## src/rtl/pipelined_carry_chain_adder.sv

```systemverilog
// Pipelined add/subtract with the carry chain split into STAGES equal segments.
// Each segment adds its slice using the carry registered by the previous
// segment. Operands ride along in skew registers and finished low result bits
// ride along in de-skew registers, so one transaction's bits leave together.
// A single advance signal shifts or holds the whole pipe.
module pipelined_carry_chain_adder #(
    parameter int WIDTH  = 32,
    parameter int STAGES = 4
) (
    input  logic             clk,
    input  logic             rst_n,
    input  logic             Valid_i,
    output logic             Ready_o,
    input  logic [WIDTH-1:0] Number1_i,
    input  logic [WIDTH-1:0] Number2_i,
    input  logic             Carry_i,
    input  logic             Sub_i,
    output logic             Valid_o,
    input  logic             Ready_i,
    output logic [WIDTH-1:0] Result_o,
    output logic             Carry_o,
    output logic             Overflow_o
);

    // Guarded so an illegal STAGES cannot cause a divide-by-zero before the check fires.
    localparam int SEG  = (STAGES >= 1) ? (WIDTH / STAGES) : 1;
    localparam int SEGW = SEG + 1;

    generate
        if (WIDTH < 2 || STAGES < 1 || (WIDTH % STAGES) != 0) begin : g_param_check
            $error("pipelined_carry_chain_adder: need WIDTH >= 2, STAGES >= 1, STAGES dividing WIDTH");
        end
    endgenerate

    // Per-stage pipeline registers; index k holds what stage k captured.
    logic [WIDTH-1:0] a_q [STAGES];
    logic [WIDTH-1:0] b_q [STAGES];
    logic [WIDTH-1:0] r_q [STAGES];
    logic [STAGES-1:0] c_q;
    logic [STAGES-1:0] v_q;
    logic              ov_q;

    // Stage inputs and next values.
    logic [WIDTH-1:0] a_in  [STAGES];
    logic [WIDTH-1:0] b_in  [STAGES];
    logic [WIDTH-1:0] r_in  [STAGES];
    logic [WIDTH-1:0] r_nxt [STAGES];
    logic [SEG:0]     seg_sum [STAGES];
    logic [STAGES-1:0] c_in;
    logic              msb_cin;
    logic              ov_nxt;
    logic              advance;

    assign Valid_o    = v_q[STAGES-1];
    assign Result_o   = r_q[STAGES-1];
    assign Carry_o    = c_q[STAGES-1];
    assign Overflow_o = ov_q;

    // The output register frees up whenever it is empty or being drained.
    assign advance = ~Valid_o | Ready_i;
    assign Ready_o = advance;

    // Segment adders: stage 0 takes the (possibly inverted) operands, later stages the skewed copies.
    always_comb begin
        a_in[0] = Number1_i;
        b_in[0] = Sub_i ? ~Number2_i : Number2_i;
        c_in[0] = Carry_i ^ Sub_i;
        r_in[0] = '0;
        for (int k = 1; k < STAGES; k++) begin
            a_in[k] = a_q[k-1];
            b_in[k] = b_q[k-1];
            c_in[k] = c_q[k-1];
            r_in[k] = r_q[k-1];
        end
        for (int k = 0; k < STAGES; k++) begin
            seg_sum[k] = {1'b0, a_in[k][k*SEG +: SEG]}
                       + {1'b0, b_in[k][k*SEG +: SEG]}
                       + SEGW'(c_in[k]);
            r_nxt[k] = r_in[k];
            r_nxt[k][k*SEG +: SEG] = seg_sum[k][SEG-1:0];
        end
        // Carry into the MSB is recovered from the MSB's sum bit: s = a ^ b ^ cin.
        msb_cin = a_in[STAGES-1][WIDTH-1] ^ b_in[STAGES-1][WIDTH-1]
                ^ seg_sum[STAGES-1][SEG-1];
        ov_nxt  = msb_cin ^ seg_sum[STAGES-1][SEG];
    end

    // Whole pipe shifts together on advance, including bubbles; otherwise everything holds.
    always_ff @(posedge clk or negedge rst_n) begin
        if (!rst_n) begin
            for (int k = 0; k < STAGES; k++) begin
                a_q[k] <= '0;
                b_q[k] <= '0;
                r_q[k] <= '0;
                c_q[k] <= 1'b0;
                v_q[k] <= 1'b0;
            end
            ov_q <= 1'b0;
        end else if (advance) begin
            v_q[0] <= Valid_i;
            for (int k = 1; k < STAGES; k++) begin
                v_q[k] <= v_q[k-1];
            end
            for (int k = 0; k < STAGES; k++) begin
                a_q[k] <= a_in[k];
                b_q[k] <= b_in[k];
                r_q[k] <= r_nxt[k];
                c_q[k] <= seg_sum[k][SEG];
            end
            ov_q <= ov_nxt;
        end
    end

endmodule

```

## config.mk

```make
export PLATFORM = sky130hd
export DESIGN_NAME = pipelined_carry_chain_adder
export DESIGN_NICKNAME = d
export VERILOG_FILES = /design/src/rtl/pipelined_carry_chain_adder.sv
export SDC_FILE = /design/constraint.sdc
export NUM_CORES = 1
export LEC_CHECK = 0
export CAP_MARGIN = 20
export CORE_MARGIN = 3
export CORE_UTILIZATION = 55
export CTS_CLUSTER_SIZE = 30
export DETAILED_ROUTE_END_ITERATION = 10
export HOLD_SLACK_MARGIN = 0.15
export PLACE_DENSITY_LB_ADDON = 0.3
export SLEW_MARGIN = 20
export SYNTH_ARGS = -nofsm -noshare
export SYNTH_HDL_FRONTEND = slang
export SYNTH_SLANG_ARGS = --single-unit
```

## constraint.sdc

```tcl
create_clock -name clk -period 4.7 [get_ports clk]
set_clock_uncertainty 0.15 [all_clocks]
set_input_delay 0.94 -clock clk [delete_from_list [all_inputs] [get_ports clk]]
set_output_delay 0.94 -clock clk [all_outputs]
set_load 0.01 [all_outputs]
```

After elaboration in Yosys (flattened, before gate mapping)
Index checks and enable logic that the tools add are counted.

cells by class
  add/sub/neg operators = 8
  mux-type cells = 1
  bitwise gates (word level) = 7

operators by type and width
  kind                                    number
  8-bit by 8-bit adder with 9-bit output  4
  9-bit by 1-bit adder with 9-bit output  4
  32-bit two-way mux                      1
  32-bit inverter                         1
  1-bit XOR                               4
  1-bit inverter                          1
  1-bit bitwise OR                        1

word-level totals
  register bits = 281
  bits of input ports = 70
  output and inout port bits = 36
  word-level logic and storage cells = 29

Depth between registers and ports, before layout
Gate-level depths: netlist of run 1.

  depth in word-level cells = 4
  depth in mapped cells = 12
  gate-level depth less buffers = 10

Worst setup path before layout of run 1
No wires, ideal clock.

  kind = input to register
  start = input Sub_i
  end = register r_q, in the netlist r_in[70]
  library setup time = 126 ps
  arrival time = 2932 ps
  required time = 4424 ps
  path slack = 1492 ps
  stages = 12
  buffers on the path = 2
  cell sequence = clkbuf_1 buf_2 xor2_1 fa_1 inv_1 fa_1 nor2b_1 o21a_1 o21ai_1 nand2b_1 a211oi_1 o31ai_1

between the ends
  word-level cells in the longest chain between the ends = 3
  elaborated cells on any way between the ends = 4
  those cells by class = 2 x add/sub; 1 x mux; 1 x bitwise

RTL lines
  element                                   RTL line  text
  from (decl)                               17        input logic Sub_i,
  32-bit two-way mux                        66        b_in[0] = Sub_i ? ~Number2_i : Number2_i;
  8-bit by 8-bit adder with 9-bit output    77        + {1'b0, b_in[k][k*SEG +: SEG]}
  9-bit by 1-bit adder with 9-bit output *  78        + SEGW'(c_in[k]);
  to (signal, indexed assignment)           107       r_q[k] <= r_nxt[k];
  to (decl)                                 38        logic [WIDTH-1:0] r_q [STAGES];

Every way passes the cells marked *; elsewhere a longest branch is shown, timed or not.
A chain may end at the register's enable or synchronous reset.

Worst setup path after layout of run 1
  start = input Ready_i
  end = output Ready_o

between the ends
  word-level cells in the longest chain between the ends = 1

RTL lines
  element           RTL line  text
  from (decl)       19        input logic Ready_i,
  1-bit bitwise OR  60        assign advance = ~Valid_o | Ready_i;
  to (decl)         13        output logic Ready_o,

No other way between the ends.

==> results of run 1 <==
-- worst max-delay path, cell delays in order --
cell and delay (ns):
sky130_fd_sc_hd__clkdlybuf4s50_1 0.51, sky130_fd_sc_hd__nor2b_4 0.07, sky130_fd_sc_hd__inv_4 0.05, sky130_fd_sc_hd__clkdlybuf4s50_1 0.62
-- cells in the final DEF (no fill, tap or decap), types with 5 or more instances in the layout --
cell                              Yosys  routed
sky130_fd_sc_hd__a21o_1               5       5
sky130_fd_sc_hd__clkbuf_16            0      17
sky130_fd_sc_hd__fa_1                 8       8
sky130_fd_sc_hd__inv_1               14      14
sky130_fd_sc_hd__xor2_1              20      20
sky130_fd_sc_hd__o21ai_0             33      33
sky130_fd_sc_hd__nor2_1              32      32
sky130_fd_sc_hd__o21bai_1             5       5
sky130_fd_sc_hd__clkdlybuf4s50_1      0     103
sky130_fd_sc_hd__o21ai_1             17      17
sky130_fd_sc_hd__a21oi_1             23      23
sky130_fd_sc_hd__ha_1                28      28
sky130_fd_sc_hd__a31oi_1              7       7
sky130_fd_sc_hd__nor3_1               6       6
sky130_fd_sc_hd__buf_4                0       6
sky130_fd_sc_hd__nand2_1            425     425
sky130_fd_sc_hd__dfrtp_1            185     185
sky130_fd_sc_hd__xnor2_1             35      35
-- flip-flops by register name, indices dropped and copies added (netlist names) --
| register | count |
|---|---|
| Result_o | 32 |
| b_in | 48 |
| Overflow_o | 1 |
| v_q | 4 |
| r_in | 48 |
| c_q | 4 |
| a_in | 48 |
-- per-layer routing --
metal | vias to the layer above | global-route usage, % | part of all wire, %
met5 | - | 0 | 0
met4 | 0 | 8.15 | 2.4
met3 | 29 | 3.78 | 3.2
met2 | 105 | 31.3 | 49
met1 | 2779 | 26.8 | 45
li1 | 3045 | - | -
-- layout make-up --
class                           count  area, um2  share of cell area [%]
Clock inverter                     11        120                    1.20
Multi-Input combinational cell    667       3400                    33.9
Clock buffer                       21        470                    4.69
Sequential cell                   185       4630                    46.2
Inverter                           15       58.8                   0.587
Tap cell                          184        230                    2.30
Timing Repair Buffer              112       1110                    11.1
-- metrics by stage --
| stage | cells | power [mW] |
|---|---|---|
| 6_report | 1195 | 6.59 |
| 3_3_place_gp | 1163 | 5.10 |
| 5_1_grt | 1195 | 7.13 |
| 4_1_cts | 1195 | 6.66 |
| 2_1_floorplan | 912 | 4.39 |
| 3_5_place_dp | 1163 | 5.22 |
-- path summary, 6_finish.rpt --
kind / end
max: Ready_o
max reg2reg: c_q[2]$_DFFE_PN0P_
min: v_q[2]$_DFFE_PN0P_
min reg2reg: v_q[2]$_DFFE_PN0P_
min in group asynchronous: Result_o[3]$_DFFE_PN0P_
max in group asynchronous: Overflow_o$_DFFE_PN0P_
-- power groups by stage --
stage	Combinational [mW]	Sequential [mW]	Clock [mW]
2_1_floorplan	1.68	2.71	0
3_3_place_gp	2.40	2.70	0
3_5_place_dp	2.50	2.73	0
4_1_cts	2.52	2.71	1.44
5_1_grt	2.84	2.79	1.50
6_report	2.48	2.70	1.41
-- kinds of logic after synthesis --
group           count (synthesis)
compound gates                101
xor+xnor                       55
fa+ha+maj                      36
buf+inv                        60
flops                         185
simple gates                  475
==> key figures, run 1 <==
Status
  – Status: complete, no violations

Placement
  – Gpl congestion: 0.788
  – Count of port buffers added during placement: 105
  – Pre-CTS setup slack: 1.17 ns
  – HPWL after detailed placement: 10,100 um
  – Instance area at placement: 9430 um2

Worst hold path
  – Worst Hold Launch: v_q[2]$_DFFE_PN0P_
  – Hold WC Path Type: flop to flop
  – Count of cells along the worst hold path: 2

Worst setup path
  – Worst-case register-to-register setup slack: 2.09 ns
  – Data required time of the worst path: 3.61 ns
  – Max FO, Critical Path: 2
  – CP Class: input port to output port
  – Depth of the worst register-to-register path: 8
  – Setup crit start: Ready_i
  – Start of the worst register-to-register path: a_in[48]$_DFFE_PN0P_
  – Capturing element type of the critical path: output port
  – CP arrival: 2.19 ns
  – Worst Setup Start Kind: input port

Power and ir drop
  – Combinational power share: 37.6%
  – Total internal power: 4.26 mW
  – Share of power burned in registers: 41.0%
  – Power per unit of standard cell area: 658 nW/um2
  – Proportion of total power due to net switching: 35.4%
  – LEAKAGE: 4.91 nW
  – Proportion of power drawn by the clock network: 21.4%
  – Reported net switching power: 2.33 mW
  – VDD IR-drop max: 0.384 mV

Logic synthesis
  – Number of flops mapped to enable cells by yosys: 0
  – Area share of fa/ha/maj cells after synthesis: 6.18%
  – Synthesized netlist net count: 1,018
  – Portion of synthesized cell area occupied by the leading cell type: 56.0%
  – Synth Area in Simple Gates: 22.1%
  – Mean Syn Cell Area: 9.06 um2
  – Number of synthesized register bits: 185
  – Area share of xor/xnor cells in the synthesized design: 5.83%
  – Prevailing post-synth register cell: sky130_fd_sc_hd__dfrtp_1
  – Leading post-synthesis cells by instance count: sky130_fd_sc_hd__nand2_1 (425), sky130_fd_sc_hd__dfrtp_1 (185), sky130_fd_sc_hd__xnor2_1 (35), sky130_fd_sc_hd__o21ai_0 (33), sky130_fd_sc_hd__nor2_1 (32)
  – Async S/R FF share, synth: 100%
  – Cell accounting for the most synthesized area: sky130_fd_sc_hd__dfrtp_1
  – Cells after Synth: 912
  – Ranking of synthesized cells by area: sky130_fd_sc_hd__dfrtp_1 (56%), sky130_fd_sc_hd__nand2_1 (19%), sky130_fd_sc_hd__ha_1 (4.2%)
  – Most frequent cell after synthesis: sky130_fd_sc_hd__nand2_1
  – Compound-Gate Fraction of Synth Area: 6.93%
  – Multiplexer share of the synthesized area: 0%
  – Area of the mapped netlist: 8270 um2
  – Synth cell types: 32
  – Main combinational cell family by area after synthesis: simple AND/OR/NAND/NOR gates
  – Post-synthesis sequential area ratio: 56.0%
  – Synth Warn #: 0

Final layout
  – Area of all placed cells without fillers: 10,000 um2
  – Fillers: 1,159
  – Post-layout net count: 1,104
  – Antenna diode instance count: 0
  – Proportion of layout cells with a drive suffix above 1: 4.45%
  – Utilization after layout: 68.4%
  – Area added between synthesis and finish: 21.3%

CTS
  – CTS HTree Levels: 4
  – Buffer cell driving the clock tree root: sky130_fd_sc_hd__clkbuf_16
  – Number of buffers added by the clock tree synthesis step: 17
  – Number of buffers inserted by post-CTS setup repair: 0
  – Number of buffers added to fix hold violations after cts: 0
  – Latest clock arrival within the worst-skew pair: 0.43 ns
  – Number of gates resized after cts: 0
  – Count of clock tree sinks: 185
  – Clock transition at the registers of the reported paths: 0.06 ns
  – Buffer levels on the longest clock path: 2
  – TritonCTS clock tree: built

Timing
  – Worst hold slack across all endpoints: 0.308 ns
  – Maximum clock frequency: 0.305 GHz
  – Total negative setup slack: 0 ns
  – Setup slack after layout: 1.42 ns
  – Post-layout minimum cycle time: 3.28 ns
  – Setup Viol. Count Final: 0
  – Final cycle utilization of the critical path: 69.8%
  – RSZ-0062 raised after global routing: no
  – Endpoints failing hold: 0
  – Worst-Margin Slew: 1.00 ns
  – Pins over their slew limit: 0
  – Remaining max-slew budget at the tightest pin: 33.0%

Floorplanning
  – Core Footprint: 14,600 um2
  – Horizontal extent of the die: 129 um
  – Cell Rows: 44
  – Top-level port count: 106
  – DIE HEIGHT: 129 um
  – Effective utilization at floorplan: 56.4%
  – Full die area: 16,500 um2

Drt
  – # DRC: 0
  – Antenna viol nets, final: 0
  – Detailed-router iteration count before antenna repair: 5
  – DRT iter0 DRCs: 455
  – Avg Vias per Cell: 4.99
  – Total wire length: 15,400 um
  – Overall via count from detail_route: 5,958
  – Routed WL per cell: 12.8 um

Global route
  – Maximum number of pins on one net before global-route repair: 205
  – First-pass GRT wire length: 26,000 um
  – Via count of the first global-routing pass: 5,567
  – Total GRT Usage: 19.7%
  – Number of antenna violations at the first check in global routing: 0
  – Global route overflow: 0

Job
  – Max-capacitance violation count: 0
(Power assumes the default switching activity.)
==> run 2: changes to the inputs <==
==> constraint.sdc (replaced) <==
create_clock -name clk -period 3.3 [get_ports clk]
set_clock_uncertainty 0.15 [all_clocks]
set_input_delay 0.66 -clock clk [delete_from_list [all_inputs] [get_ports clk]]
set_output_delay 0.66 -clock clk [all_outputs]
set_load 0.01 [all_outputs]
==> run 2 against run 1 <==
  * First-iteration DRC count rose by 5.7%
  * Largest cell class unchanged
  * Sequential power grew 42%
  * Die area stayed put
  * Final cell count increased by 0.25%
  * Via count up 2.5%
  * Core utilization increased by 0.060 points
  * Sequential share of layout area barely moved
  * Clock power rose by 37%
  * Global-route usage increased by 0.29 points
  * Worst setup slack got worse by 0.80 ns
  * Critical path depth stayed put
  * Clock-buffer cell count decreased by 2
  * Highest routed layer is now met5
==> key figures, run 2 (synthesized netlist as in run 1, its figures left out) <==
Placement
  – HPWL after detailed placement: 10,100 um
  – Cell count after placement: 1,165
  – Count of port buffers added during placement: 105
  – Gpl congestion: 0.805

Timing
  – Remaining max-slew budget at the tightest pin: 45.8%
  – Maximum clock frequency: 0.374 GHz
  – Final cycle utilization of the critical path: 81.1%
  – Setup Viol. Count Final: 0
  – Total negative setup slack: 0 ns
  – RSZ-0062 raised after global routing: no
  – Post-layout minimum cycle time: 2.68 ns
  – Pins over their slew limit: 0
  – Endpoints failing hold: 0
  – Worst-Margin Slew: 0.812 ns

Final layout
  – Non-filler instance count after layout: 1,198
  – Antenna diode instance count: 0
  – Commonest cells after routing, fill and taps aside: sky130_fd_sc_hd__nand2_1 (425), sky130_fd_sc_hd__dfrtp_1 (185), sky130_fd_sc_hd__clkdlybuf4s50_1 (103)
  – Post-layout net count: 1,107
  – Proportion of layout cells with a drive suffix above 1: 4.64%
  – Leading cell type in the layout, fill and taps excluded: sky130_fd_sc_hd__nand2_1
  – Area added between synthesis and finish: 21.4%

Worst setup path
  – Worst Setup Start Kind: input port
  – CP Class: input port to output port
  – CP peak stage delay: 0.56 ns
  – Max FO, Critical Path: 2
  – Top cell by count, worst path: sky130_fd_sc_hd__clkdlybuf4s50_1
  – Ordered list of cells on the worst path: clkdlybuf4s50_1 > nor2b_4 > inv_4 > clkdlybuf4s50_1
  – Depth of the worst register-to-register path: 8
  – Setup crit start: Ready_i
  – Worst R2R End: c_q[2]$_DFFE_PN0P_
  – Start of the worst register-to-register path: a_in[48]$_DFFE_PN0P_
  – Critical path capture point: Ready_o
  – Data required time of the worst path: 2.49 ns
  – Cell with the largest stage delay on the worst path: sky130_fd_sc_hd__clkdlybuf4s50_1
  – Capturing element type of the critical path: output port
  – Worst-case register-to-register setup slack: 0.67 ns
  – CP arrival: 1.87 ns

CTS
  – Latest clock arrival within the worst-skew pair: 0.42 ns
  – Buffer levels on the longest clock path: 2
  – Count of clock tree sinks: 185
  – Number of buffers added by the clock tree synthesis step: 17
  – CTS HTree Levels: 4
  – Buffer cell driving the clock tree root: sky130_fd_sc_hd__clkbuf_16
  – Number of gates resized after cts: 0
  – Clock transition at the registers of the reported paths: 0.06 ns
  – TritonCTS clock tree: built

Floorplanning
  – Effective utilization at floorplan: 56.4%
  – Top-level port count: 106
  – DIE HEIGHT: 129 um
  – Core Footprint: 14,600 um2
  – Cell Rows: 44
  – Full die area: 16,500 um2
  – Horizontal extent of the die: 129 um

Power and ir drop
  – Overall Power: 9.32 mW
  – VDD IR-drop max: 0.558 mV
  – LEAKAGE: 4.93 nW
  – Power per unit of standard cell area: 929 nW/um2

Worst hold path
  – Hold WC Path Type: flop to flop

Drt
  – # DRC: 0
  – DRT iter0 DRCs: 481
  – Overall via count from detail_route: 6,109
  – Routed WL per cell: 12.9 um
  – Avg Vias per Cell: 5.10
  – Detailed-router iteration count before antenna repair: 5
  – Total wire length: 15,500 um
  – Antenna viol nets, final: 0

Status
  – Status: complete, no violations

Global route
  – Via count of the first global-routing pass: 5,689
  – First-pass GRT wire length: 26,600 um
  – Total GRT Usage: 20.0%
  – Number of antenna violations at the first check in global routing: 1
  – Maximum number of pins on one net before global-route repair: 205
  – Global route overflow: 0

Job
  – Max-capacitance violation count: 0
-- run 2: how the worst min path moves through the flow --
| stage | from | to | slack (ns) | depth (start not counted) |
|---|---|---|---|---|
| 2_1_floorplan | rst_n | Overflow_o$_DFFE_PN0P_ | 0.21 | 0 |
| 3_3_place_gp | v_q[2]$_DFFE_PN0P_ | v_q[2]$_DFFE_PN0P_ | 0.29 | 2 |
| 3_5_place_dp | v_q[2]$_DFFE_PN0P_ | v_q[2]$_DFFE_PN0P_ | 0.30 | 2 |
| 4_1_cts | v_q[2]$_DFFE_PN0P_ | v_q[2]$_DFFE_PN0P_ | 0.31 | 2 |
| 5_1_grt | r_in[5]$_DFFE_PN0P_ | Result_o[5]$_DFFE_PN0P_ | 0.33 | 2 |
| 6_report | Result_o[15]$_DFFE_PN0P_ | Result_o[15]$_DFFE_PN0P_ | 0.31 | 2 |
-- run 2: where the power goes --
group | total, mW | switching [mW] | leakage [nW] | internal [mW]
Clock | 1.93 | 0.860 | 0.278 | 1.07
Combinational | 3.55 | 1.94 | 2.42 | 1.62
Sequential | 3.84 | 0.552 | 2.23 | 3.29
-- run 2: cell type report --
cell class	count	area, um2
repair buffers	115	1150
clock inverters	13	119
fillers	1185	4610
multi-input cells	667	3400
clock buffers	19	443
flip-flops and latches	185	4630
inverters	15	58.8
well taps	184	230
-- run 2: metal layers --
metal  up-vias  global-route usage, %  wire length, um
li1       3057                      -                -
met1      2911                   27.6             6850
met2       120                   32.0             7790
met3        19                   4.15              606
met4         2                   6.49              234
met5         -                      0               13
-- run 2: timing repair --
action / 4_1_cts / 5_1_grt
endpoints found under the hold margin: 9 / 0
hold buffers: 1 / 0
setup buffers: 0 / 0
-- run 2: metrics by stage --
| step | util (%) | hold WS, ns | cell area [um2] | worst slack, ns |
|---|---|---|---|---|
| 2_1_floorplan | - | 0.214 | 8270 | 0.372 |
| 3_3_place_gp | 64.6 | 0.290 | 9460 | 0.308 |
| 3_5_place_dp | 64.6 | 0.297 | 9460 | 0.248 |
| 4_1_cts | 68.5 | 0.313 | 10000 | 0.609 |
| 5_1_grt | 68.5 | 0.332 | 10000 | 0.524 |
| 6_report | 68.5 | 0.311 | 10000 | 0.624 |
-- run 2: critical path: cells and delay by family --
| kind | cells | cell delay [ns] |
|---|---|---|
| buf+inv | 3 | 1.14 |
| simple gates | 1 | 0.07 |
